File: config.mk
export PLATFORM = sky130hd
export DESIGN_NAME = dbus_arbiter
export DESIGN_NICKNAME = d
export VERILOG_FILES = /design/src/rtl/dbus_arbiter_pkg.sv /design/src/rtl/dbus_decode.sv /design/src/rtl/dbus_arbiter.sv
export SDC_FILE = /design/constraint.sdc
export NUM_CORES = 1
export LEC_CHECK = 0
export BUFFER_PORTS_ARGS = -buffer_cell sky130_fd_sc_hd__buf_2
export CORE_AREA = 3 3 130 132
export DETAILED_ROUTE_END_ITERATION = 8
export DIE_AREA = 0 0 133 135
export GPL_TIMING_DRIVEN = 0
export HOLD_SLACK_MARGIN = 0.05
export PLACE_DENSITY_LB_ADDON = 0.1
export SETUP_SLACK_MARGIN = 0.05
export SYNTH_ARGS = -nofsm -noshare
export SYNTH_HDL_FRONTEND = slang
export SYNTH_SLANG_ARGS = --single-unit
File: constraint.sdc
create_clock -name clk -period 2.2 [get_ports clk]
set_input_delay 0.11 -clock clk [delete_from_list [all_inputs] [get_ports clk]]
set_output_delay 0.11 -clock clk [all_outputs]
set_load 0.01 [all_outputs]
File: src/rtl/dbus_arbiter_pkg.sv
// Shared definitions for the data-bus controller: bus width, I/O map,
// owner and FSM encodings, and the decoded-region record.
package dbus_arbiter_pkg;

    localparam int ISA_WIDTH = 32;

    localparam logic [31:0] IO_BASE  = 32'hFFFF_FC00;
    localparam logic [31:0] LED_ADDR = 32'hFFFF_FC60;
    localparam logic [31:0] SW_ADDR  = 32'hFFFF_FC70;

    typedef enum logic {
        OWN_CPU = 1'b0,
        OWN_LDR = 1'b1
    } owner_e;

    typedef enum logic {
        ST_IDLE = 1'b0,
        ST_WAIT = 1'b1
    } state_e;

    // One-hot target of an access; is_err covers unmapped I/O and
    // wrong-direction accesses to the LED/switch registers.
    typedef struct packed {
        logic is_mem;
        logic is_led;
        logic is_sw;
        logic is_err;
    } region_t;

    localparam region_t REGION_NONE = 4'b0000;

endpackage

File: src/rtl/dbus_decode.sv
// Address decoder for the data bus (combinational).
// Ports:
//   addr   - byte address of the granted requester (bits [1:0] ignored)
//   we     - write enable of the granted requester
//   region - {is_mem, is_led, is_sw, is_err}; exactly one bit is set
module dbus_decode
    import dbus_arbiter_pkg::*;
#(
    parameter int                DATA_W   = ISA_WIDTH,
    parameter logic [DATA_W-1:0] IO_BASE  = dbus_arbiter_pkg::IO_BASE,
    parameter logic [DATA_W-1:0] LED_ADDR = dbus_arbiter_pkg::LED_ADDR,
    parameter logic [DATA_W-1:0] SW_ADDR  = dbus_arbiter_pkg::SW_ADDR
) (
    input  logic [DATA_W-1:0] addr,
    input  logic              we,
    output region_t           region
);

    logic in_io_s;
    logic led_hit_s;
    logic sw_hit_s;
    logic addr_lsb_unused_s;

    // Byte-lane bits play no part in word-granular decoding.
    assign addr_lsb_unused_s = ^addr[1:0];

    // Region match and direction check; LED is write-only, switches read-only.
    always_comb begin
        in_io_s   = (addr[DATA_W-1:10] == IO_BASE[DATA_W-1:10]);
        led_hit_s = (addr[DATA_W-1:2] == LED_ADDR[DATA_W-1:2]);
        sw_hit_s  = (addr[DATA_W-1:2] == SW_ADDR[DATA_W-1:2]);
        region    = REGION_NONE;
        if (!in_io_s) begin
            region.is_mem = 1'b1;
        end else if (led_hit_s && we) begin
            region.is_led = 1'b1;
        end else if (sw_hit_s && !we) begin
            region.is_sw = 1'b1;
        end else begin
            region.is_err = 1'b1;
        end
    end

endmodule

File: src/rtl/dbus_arbiter.sv
// Data-bus controller: arbitrates CPU and UART-loader accesses onto the
// data BRAM and LED/switch I/O. Every access is IDLE (issue, target strobed
// combinationally) followed by WAIT (ack + read data), which absorbs the
// BRAM's one-cycle read latency.
// Ports:
//   c_*            CPU port (req/we/addr/wdata in, ack/rdata out), cpu_stall
//   u_*            loader port, same protocol as the CPU port
//   mem_*          BRAM enable/write/word address/data
//   led_cs, sw_cs  one-cycle I/O strobes; io_wdata / io_rdata I/O data
//   bus_err        one-cycle pulse in WAIT for an unmapped I/O access
// Configuration macro: DBUS_LOADER_PRIORITY_EN - when defined the loader
// wins every tie; otherwise ties alternate round-robin.
module dbus_arbiter
    import dbus_arbiter_pkg::*;
#(
    parameter int                DATA_W   = ISA_WIDTH,
    parameter int                MEM_AW   = 14,
    parameter logic [DATA_W-1:0] IO_BASE  = dbus_arbiter_pkg::IO_BASE,
    parameter logic [DATA_W-1:0] LED_ADDR = dbus_arbiter_pkg::LED_ADDR,
    parameter logic [DATA_W-1:0] SW_ADDR  = dbus_arbiter_pkg::SW_ADDR
) (
    input  logic              clk,
    input  logic              rst_n,
    input  logic              c_req,
    input  logic              c_we,
    input  logic [DATA_W-1:0] c_addr,
    input  logic [DATA_W-1:0] c_wdata,
    output logic              c_ack,
    output logic [DATA_W-1:0] c_rdata,
    output logic              cpu_stall,
    input  logic              u_req,
    input  logic              u_we,
    input  logic [DATA_W-1:0] u_addr,
    input  logic [DATA_W-1:0] u_wdata,
    output logic              u_ack,
    output logic [DATA_W-1:0] u_rdata,
    output logic              mem_en,
    output logic              mem_we,
    output logic [MEM_AW-1:0] mem_addr,
    output logic [DATA_W-1:0] mem_wdata,
    input  logic [DATA_W-1:0] mem_rdata,
    output logic              led_cs,
    output logic              sw_cs,
    output logic [DATA_W-1:0] io_wdata,
    input  logic [15:0]       io_rdata,
    output logic              bus_err
);

    state_e            state_r;
    state_e            state_nxt_s;
    owner_e            owner_r;
    owner_e            win_s;
    logic              we_r;
    region_t           region_r;
    logic [DATA_W-1:0] io_q_r;

    logic              req_any_s;
    logic              issue_s;
    logic              ack_s;
    logic [DATA_W-1:0] w_addr_s;
    logic [DATA_W-1:0] w_wdata_s;
    logic              w_we_s;
    region_t           w_region_s;
    logic [DATA_W-1:0] rdata_s;

`ifndef DBUS_LOADER_PRIORITY_EN
    owner_e            last_r;
`endif

    assign req_any_s = c_req | u_req;
    // Outputs are gated with rst_n so nothing leaks while reset is held.
    assign issue_s   = rst_n & (state_r == ST_IDLE) & req_any_s;
    assign ack_s     = rst_n & (state_r == ST_WAIT);

    // Winner selection among simultaneous requesters.
    always_comb begin
        win_s = OWN_CPU;
`ifdef DBUS_LOADER_PRIORITY_EN
        if (u_req) begin
            win_s = OWN_LDR;
        end else begin
            win_s = OWN_CPU;
        end
`else
        if (c_req && u_req) begin
            // Tie: grant whoever was not served last.
            if (last_r == OWN_CPU) begin
                win_s = OWN_LDR;
            end else begin
                win_s = OWN_CPU;
            end
        end else if (u_req) begin
            win_s = OWN_LDR;
        end else begin
            win_s = OWN_CPU;
        end
`endif
    end

    // Steer the winner's request onto the shared decode/target path.
    always_comb begin
        w_addr_s  = c_addr;
        w_wdata_s = c_wdata;
        w_we_s    = c_we;
        if (win_s == OWN_LDR) begin
            w_addr_s  = u_addr;
            w_wdata_s = u_wdata;
            w_we_s    = u_we;
        end else begin
            w_addr_s  = c_addr;
            w_wdata_s = c_wdata;
            w_we_s    = c_we;
        end
    end

    dbus_decode #(
        .DATA_W   (DATA_W),
        .IO_BASE  (IO_BASE),
        .LED_ADDR (LED_ADDR),
        .SW_ADDR  (SW_ADDR)
    ) u_decode (
        .addr   (w_addr_s),
        .we     (w_we_s),
        .region (w_region_s)
    );

    // Next-state logic: every issued access spends exactly one cycle in WAIT.
    always_comb begin
        state_nxt_s = state_r;
        case (state_r)
            ST_IDLE: begin
                if (req_any_s) begin
                    state_nxt_s = ST_WAIT;
                end else begin
                    state_nxt_s = ST_IDLE;
                end
            end
            ST_WAIT: state_nxt_s = ST_IDLE;
            default: state_nxt_s = ST_IDLE;
        endcase
    end

    // Issue-cycle target strobes, driven in the same cycle the request is seen.
    always_comb begin
        mem_en    = 1'b0;
        mem_we    = 1'b0;
        mem_addr  = {MEM_AW{1'b0}};
        mem_wdata = {DATA_W{1'b0}};
        led_cs    = 1'b0;
        sw_cs     = 1'b0;
        io_wdata  = {DATA_W{1'b0}};
        if (issue_s) begin
            if (w_region_s.is_mem) begin
                mem_en    = 1'b1;
                mem_we    = w_we_s;
                mem_addr  = w_addr_s[MEM_AW+1:2];
                mem_wdata = w_wdata_s;
            end else begin
                mem_en    = 1'b0;
            end
            if (w_region_s.is_led) begin
                led_cs   = 1'b1;
                io_wdata = w_wdata_s;
            end else begin
                led_cs   = 1'b0;
            end
            sw_cs = w_region_s.is_sw;
        end else begin
            mem_en = 1'b0;
        end
    end

    // WAIT-cycle completion: route read data to the owner only.
    always_comb begin
        rdata_s = {DATA_W{1'b0}};
        if (we_r || region_r.is_err) begin
            rdata_s = {DATA_W{1'b0}};
        end else if (region_r.is_mem) begin
            rdata_s = mem_rdata;
        end else if (region_r.is_sw) begin
            rdata_s = io_q_r;
        end else begin
            rdata_s = {DATA_W{1'b0}};
        end
        c_ack     = ack_s & (owner_r == OWN_CPU);
        u_ack     = ack_s & (owner_r == OWN_LDR);
        c_rdata   = c_ack ? rdata_s : {DATA_W{1'b0}};
        u_rdata   = u_ack ? rdata_s : {DATA_W{1'b0}};
        bus_err   = ack_s & region_r.is_err;
        cpu_stall = rst_n & c_req & ~c_ack;
    end

    // FSM state plus the transaction context latched at issue.
    always_ff @(posedge clk or negedge rst_n) begin
        if (!rst_n) begin
            state_r  <= ST_IDLE;
            owner_r  <= OWN_CPU;
            we_r     <= 1'b0;
            region_r <= REGION_NONE;
            io_q_r   <= {DATA_W{1'b0}};
        end else begin
            state_r <= state_nxt_s;
            if (issue_s) begin
                owner_r  <= win_s;
                we_r     <= w_we_s;
                region_r <= w_region_s;
                if (w_region_s.is_sw) begin
                    io_q_r <= {{(DATA_W-16){1'b0}}, io_rdata};
                end else begin
                    io_q_r <= io_q_r;
                end
            end else begin
                owner_r <= owner_r;
            end
        end
    end

`ifndef DBUS_LOADER_PRIORITY_EN
    // Round-robin history; starts at the loader so the CPU wins the first tie.
    always_ff @(posedge clk or negedge rst_n) begin
        if (!rst_n) begin
            last_r <= OWN_LDR;
        end else if (issue_s) begin
            last_r <= win_s;
        end else begin
            last_r <= last_r;
        end
    end
`endif

endmodule

==> results of run 1 <==
[worst reg2reg max path: cells and delay by family (launching register included)]
family | cells | cell delay, ps
multiplexers | 1 | 330
buffers and inverters | 3 | 490
AO/OA/AOI/OAI | 2 | 200
flip-flops | 1 | 570
AND/OR/NAND/NOR | 2 | 360
[registers in the layout (all words and copies together), names as in the netlist]
name / flops
state_r: 1
we_r: 1
owner_r: 1
last_r: 1
io_q_r: 16
region_r: 3
[layout make-up]
type / count / share of cell area, %
multi-input combinational: 292 / 40.5
timing repair buffer: 345 / 37.7
sequential: 23 / 10.9
tap: 216 / 5.09
buffer: 26 / 3.89
clock buffer: 3 / 1.41
inverter: 6 / 0.471
clock inverter: 1 / 0.0942
[synth_stat cells (6+ instances only)]
| library cell | count | area [µm²] |
|---|---|---|
| mux2_4 | 9 | 135 |
| and3_1 | 34 | 213 |
| mux2_2 | 7 | 78.8 |
| nor2_2 | 29 | 181 |
| a22oi_1 | 16 | 120 |
| nor2_1 | 76 | 285 |
| clkbuf_1 | 18 | 67.6 |
| mux2i_1 | 32 | 320 |
| nand4_1 | 10 | 62.6 |
| dfrtp_1 | 22 | 551 |
| a21oi_1 | 16 | 80.1 |
| inv_1 | 6 | 22.5 |
| nand2_1 | 32 | 120 |
[layer usage]
layer  GRT usage (%)  part of all wire [%]  vias to the layer above
li1                -                     -                     1914
met1            16.3                    38                     1759
met2            28.0                    53                      192
met3            3.73                   8.7                        4
met4            1.79                  0.42                        0
met5               0                     0                        -
[how the worst max path moves through the flow]
stage | from | end | cells past startpoint
final | last_r | io_wdata[2] | 7
after global routing | last_r | io_wdata[31] | 7
after CTS | last_r | io_wdata[17] | 7
after detailed placement | we_r | c_rdata[12] | 5
after global placement | we_r | c_rdata[14] | 5
after floorplan | last_r | io_q_r[0] | 6
[power breakdown]
group,switching [W],total (W),internal (W)
clock network,0.000142,0.000386,0.000244
logic,0.000557,0.00102,0.000463
registers,0.0000175,0.000458,0.000441
[per-stage QoR]
| step | TNS [ps] | util, % | total power [W] | setup WS, ps | instances |
|---|---|---|---|---|---|
| after detailed placement | -21890 | 28.5 | 0.00129 | -445 | 892 |
| after global placement | -18080 | 28.5 | 0.00128 | -413 | 892 |
| after global routing | -7850 | 33.6 | 0.00201 | -183 | 912 |
| final | -2600 | 33.6 | 0.00186 | -105 | 912 |
| after CTS | -3320 | 31.2 | 0.00177 | -124 | 907 |
| after floorplan | 0 | - | 0.000889 | 125 | 349 |
[cell families (layout without fill, tap and decap cells)]
group / Yosys count / after routing
xor gates and xnor gates: 2 / 2
buffers and inverters: 34 / 381
muxes: 48 / 48
AOI/OAI and AO/OA: 44 / 44
and+or+nand+nor: 198 / 198
DFF: 23 / 23
[timing repair]
action / in CTS / in global routing
hold buffers: 2 / 0
endpoints found under the setup margin: 150 / 111
hold endpoints to repair: 22 / 0
cloned: 2 / 3
pin swaps: 14 / 18
buffers inserted: 9 / 2
resized for setup: 62 / 84
==> metrics.txt, run 1 <==
status=complete, but fails checks; violated checks=setup timing; core box area=0.0158 mm²; number of flops mapped to enable cells by yosys=0; post-synthesis mux area share=20.5%; RSZ-0062 raised after global routing=yes; cts bufs inserted=3; minimum clock period=2310 ps; most common cell after layout, fill and taps aside=buf_2; synthesized area per cell=7.46 µm²; Syn Nets=531; f_max=approximately 0.43 GHz; Post-Synth Simple-Gate Area=38.6%; PortBufs=327; Distinct cells, synth=40; Nets=879; CP max stage cell=or4_4; Max Cap Viol=0; GRT Resource Usage Total=14.5%; Worst Reg2Reg Path Length in Cells=8; Post-synth ARST share=100%; Placed Area=0.00451 mm²; CP arrival=between 2000 and 2500 ps; Final Cycle Share=105%; final hold slack=between 80 and 90 ps; share of layout cells above drive strength 1=67.8%; initial antenna violation count=0; post-synthesis compound-gate area fraction=a little under an eighth; vias in the first global route=3849; register area share after synthesis=between 20 and 25%; CTS Buffer Depth=2; Final Max Tran Viols=0; RD Place Congestion=0.827; max_slew headroom=a little under a third; Worst VDD drop=0.218 mV; Die Span X=133 µm; Final ANT Viol Nets=0; Post-Synth Adder-Cell Area=0%; number of diodes=0; Cell Chain, Critical Path=a21bo_4 > nand3b_1 > o31a_1 > or4_4 > buf_6 > nor2_2 > buf_2; GR Overflow Total=0; worst setup path class=flop to primary output; Reg clk slew, reported paths=60 ps; Clock Latency Late Sink=250 ps; Synth Instances=roughly 350; clk_skew=6.31 ps; I/O Pins=332; row count=46; worst hold stages=2; DIE HEIGHT=135 µm; XOR/XNOR Fraction of Synth Area=0.673%; Slew @ Worst Pin=1030 ps; Area growth syn-to-layout=104%; routed len/inst=16.0 µm; critical path launch point type=flop; cell area after synthesis=0.00260 mm²; setup slack after layout=-105 ps; DR vias=3869; worst stage delay on the critical path=580 ps; CTS root buffer=clkbuf_16; Pre-Repair DR Iteration Count=4; DP HPWL=11.9 mm; # fillers=1722; setup slack, reg-to-reg=150 ps; Reg area=577 µm²; first-pass GRT wire length=between 20 and 25 mm; drt drc=0; Buf/Inv on CP=2; drt via density=4.24; Hold Violations, Final=0; CTS HTree Levels=1; clk sink count=23; CTS tree=yes; RR Endpoint=io_q_r[7]; Multi-input gate area=0.00215 mm²; Ys Warns=0; largest family of logic cells by synthesized area=simple AND/OR/NAND/NOR gates; HP Start=io_rdata[8]; number of synthesized register bits=23; Lkg Pwr=3.05 nW; die area=0.0180 mm²; power per cell area=351 mW/mm²; Worst Path Max Fanout=10; Crit path required time=2090 ps; most frequent cells in the layout=306 x buf_2, 50 x nor2_1, 41 x nor2_2; Worst R2R Start=last_r; initial DRC count=113; crit path capture type=primary output; Initial Util=16.4%; largest net degree at the start of global routing=23; Top FF cell, synth=dfrtp_1; Post-Route WL=14.6 mm; design area=0.00531 mm²; endpoints failing setup=36; Hold EP=io_q_r[8]; CP delay by family, top=simple AND/OR/NAND/NOR gates; worst min path class=input port to flop
No activity file was read; power rests on OpenSTA's default activity.
==> run 2, diff against run 1 <==
ABC_AREA = 1   (was not set)
BUFFER_PORTS_ARGS = -buffer_cell sky130_fd_sc_hd__buf_4   (was -buffer_cell sky130_fd_sc_hd__buf_2)
CORE_AREA = 3 3 126 128   (was 3 3 130 132)
DIE_AREA = 0 0 129 131   (was 0 0 133 135)
HOLD_SLACK_MARGIN = 0.12   (was 0.05)
==> metrics.txt, run 2 <==
DR vias=4579 (+18%); synthesized area per cell=6.17 µm² (-17%); # fillers=1548 (-10%); f_max=0.412 GHz (-5.0%); GR Overflow Total=0 (unchanged); Worst Reg2Reg Path Length in Cells=15 (+7); Syn Nets=660 (+24%); RSZ-0062 raised after global routing=yes; Logic pwr share=58.9% (+4.2 points); CTS tree=yes; largest net degree at the start of global routing=24 (+4.3%); first-pass GRT wire length=23.0 mm (+9.6%); Die Span X=129 µm (-3.0%); worst stage delay on the critical path=590 ps (about the same); Ys Warns=0 (unchanged); power per cell area=319 mW/mm² (-9.0%); Hold Violations, Final=0 (unchanged); count leader, synth=nand2_1; status=complete, but fails checks; clock power share=19.0% (-1.7 points); GRT Resource Usage Total=16.9% (+2.4 points); Top FF cell, synth=dfrtp_1; DP HPWL=13.5 mm (+13%); critical path launch point type=flop; Worst Path Max Fanout=9 (-1); Final ANT Viol Nets=0 (unchanged); Distinct cells, synth=30 (-25%); PortBufs=327 (unchanged); Final Max Tran Viols=0 (unchanged); minimum clock period=2430 ps (+120 ps); Clock Latency Late Sink=260 ps (about the same); max_slew headroom=68.8% (+38 points); Area growth syn-to-layout=122%; cell area after synthesis=0.00295 mm² (+13%); Nets=1036 (+18%); Synth area leader=dfrtp_1; routed len/inst=15.7 µm (-2.0%); number of diodes=0 (unchanged); worst setup path class=flop to primary output; DIE HEIGHT=131 µm (-3.0%); initial DRC count=171 (+51%); clk_skew=3.78 ps (-2.53 ps); setup slack after layout=-226 ps (-120 ps); CTS HTree Levels=1 (unchanged); Pre-Repair DR Iteration Count=5 (+1); top cell type's share of synthesized area=18.7% (-2.5 points); Largest register FFs=16 (unchanged); endpoints failing setup=81 (+130%); CP delay by family, top=simple AND/OR/NAND/NOR gates; Net Switching=0.000791 W (+10%); total power=0.00209 W (+12%); RD Place Congestion=0.857 (+3.7%); worst hold stages=3 (+1); switching share of power=37.8% (-0.63 points); number of synthesized register bits=23 (unchanged); Worst VDD drop=0.142 mV (-35%); top cells by count, synth=109 x nand2_1, 103 x nor2_1, 42 x inv_1, 34 x nor3_1, 32 x mux2i_1; CP max stage cell=dfstp_2; clk sink count=23 (unchanged); largest register by flop count=io_q_r; row count=45 (-2.2%); register area share after synthesis=19.6% (-2.6 points); vias in the first global route=4480 (+16%); drt drc=0 (unchanged); Post-synth ARST share=100% (unchanged); Max Cap Viol=0 (unchanged); drt via density=4.40 (+3.7%); Crit path required time=2090 ps (about the same); crit path capture type=primary output; Cell Chain, Critical Path=nand2_8 > nand2_8 > buf_8 > nand2_2 > nand2_1 > nand2_2 > nor2_1 > nand2_1 > nor2_4 > nand4_4 > buf_12 > clkbuf_16 > nor2_2 > buf_4; Synth Instances=478 (+37%); Slew @ Worst Pin=468 ps (-559 ps); CP arrival=2320 ps (+120 ps); share of layout cells above drive strength 1=52.9% (-15 points); violated checks=setup timing; CTS Buffer Depth=2 (unchanged); Seq pwr share=22.2% (-2.4 points); worst min path class=input port to flop; cts bufs inserted=3 (unchanged); die area=0.0169 mm² (-5.9%); final core occ=43.8% (+10 points); Reg clk slew, reported paths=60 ps (about the same); core box area=0.0150 mm² (-5.4%); Final Cycle Share=110% (+5.5 points); largest cells by area after synthesis=dfrtp_1 19%, nand2_1 14%, nor2_1 13%; Levels on crit path=14 (+7); number of flops mapped to enable cells by yosys=0 (unchanged); Lkg Pwr=3.59 nW (+18%); Post-Route WL=16.4 mm (+12%); Buf/Inv on CP=4 (+2); cell-internal power=0.00130 W (+13%); most common cell after layout, fill and taps aside=buf_4; I/O Pins=332 (unchanged); most frequent cells in the layout=334 x buf_4, 100 x nand2_1, 95 x nor2_1; Initial Util=19.7% (+3.3 points); CTS root buffer=clkbuf_16; biggest regs=io_q_r x16, region_r x3; initial antenna violation count=0 (unchanged)
==> run 2: cell type report <==
cell class	instances	area (µm²)	share of cell area [%]
clock buffer	3	75.1	1.15
clock inverter	1	5.00	0.0764
multi-input combinational	383	2160	33.0
inverter	44	166	2.54
timing repair buffer	372	3080	46.9
buffer	27	259	3.95
sequential	23	577	8.80
tap	188	235	3.59
==> run 2: timing repair <==
action,CTS,global route
resized for setup,47,30
hold buffers,18,0
buffers inserted,10,9
gates cloned,3,6
hold endpoints to repair,39,0
setup endpoints to repair,142,116
pin swaps,4,10
==> run 2: worst paths after layout <==
| path | startpoint | end | slack (ps) |
|---|---|---|---|
| min in group asynchronous | rst_n | io_q_r[3] | 400 |
| min | c_req | state_r | 170 |
| max | last_r | io_wdata[14] | -230 |
| min reg2reg | state_r | state_r | 450 |
| max reg2reg | last_r | io_q_r[15] | 60 |
| max in group asynchronous | rst_n | last_r | 1570 |
==> run 2: layer usage <==
layer / part of all wire, % / track usage [%] / vias to the layer above / wire (µm)
met3: 9.8 / 5.77 / 13 / 1610
met4: 1.3 / 3.09 / 0 / 215
met2: 54 / 32.3 / 211 / 8820
met5: 0 / 0 / - / 0
li1: - / - / 2284 / -
met1: 35 / 18.0 / 2071 / 5730
==> run 2: power groups by stage <==
| stage | clock network, W | registers (W) | logic [W] |
|---|---|---|---|
| floorplan | 0 | 0.000462 | 0.000521 |
| global placement | 0 | 0.000466 | 0.00105 |
| detailed placement | 0 | 0.000466 | 0.00106 |
| CTS | 0.000410 | 0.000463 | 0.00119 |
| global route | 0.000432 | 0.000466 | 0.00134 |
| finish | 0.000396 | 0.000464 | 0.00123 |
==> run 2: stage by stage <==
stage | hold WS (ps) | TNS (ps) | std cells | setup slack (ps) | area (µm²)
floorplan | -186 | 0 | 478 | 345 | 2950
global placement | 36.3 | -1730 | 993 | -107 | 5640
detailed placement | 43.1 | -2570 | 993 | -83.0 | 5640
CTS | 169 | -11760 | 1028 | -252 | 6230
global route | 174 | -18670 | 1041 | -324 | 6550
finish | 165 | -9350 | 1041 | -226 | 6550
==> run 2: kinds of logic after synthesis <==
logic type	Yosys count	share of synthesized area, %
AO/OA/AOI/OAI	27	6.74
multiplexers	32	10.9
buffers and inverters	73	12.3
flip-flops	23	19.6
AND/OR/NAND/NOR	323	50.6
==> run 2: worst register-to-register path: stages (launching register included) <==
cell     delay (ps)
dfstp_2         590
nand2_8          80
nand2_8         110
buf_8           130
nand2_2          50
nand2_1          70
nand2_2          80
nor2_1           80
nand2_1          90
nor2_4          150
buf_4           140
nand3_4          80
buf_8           140
buf_4           140
nand2_1          50
nand2_1          50
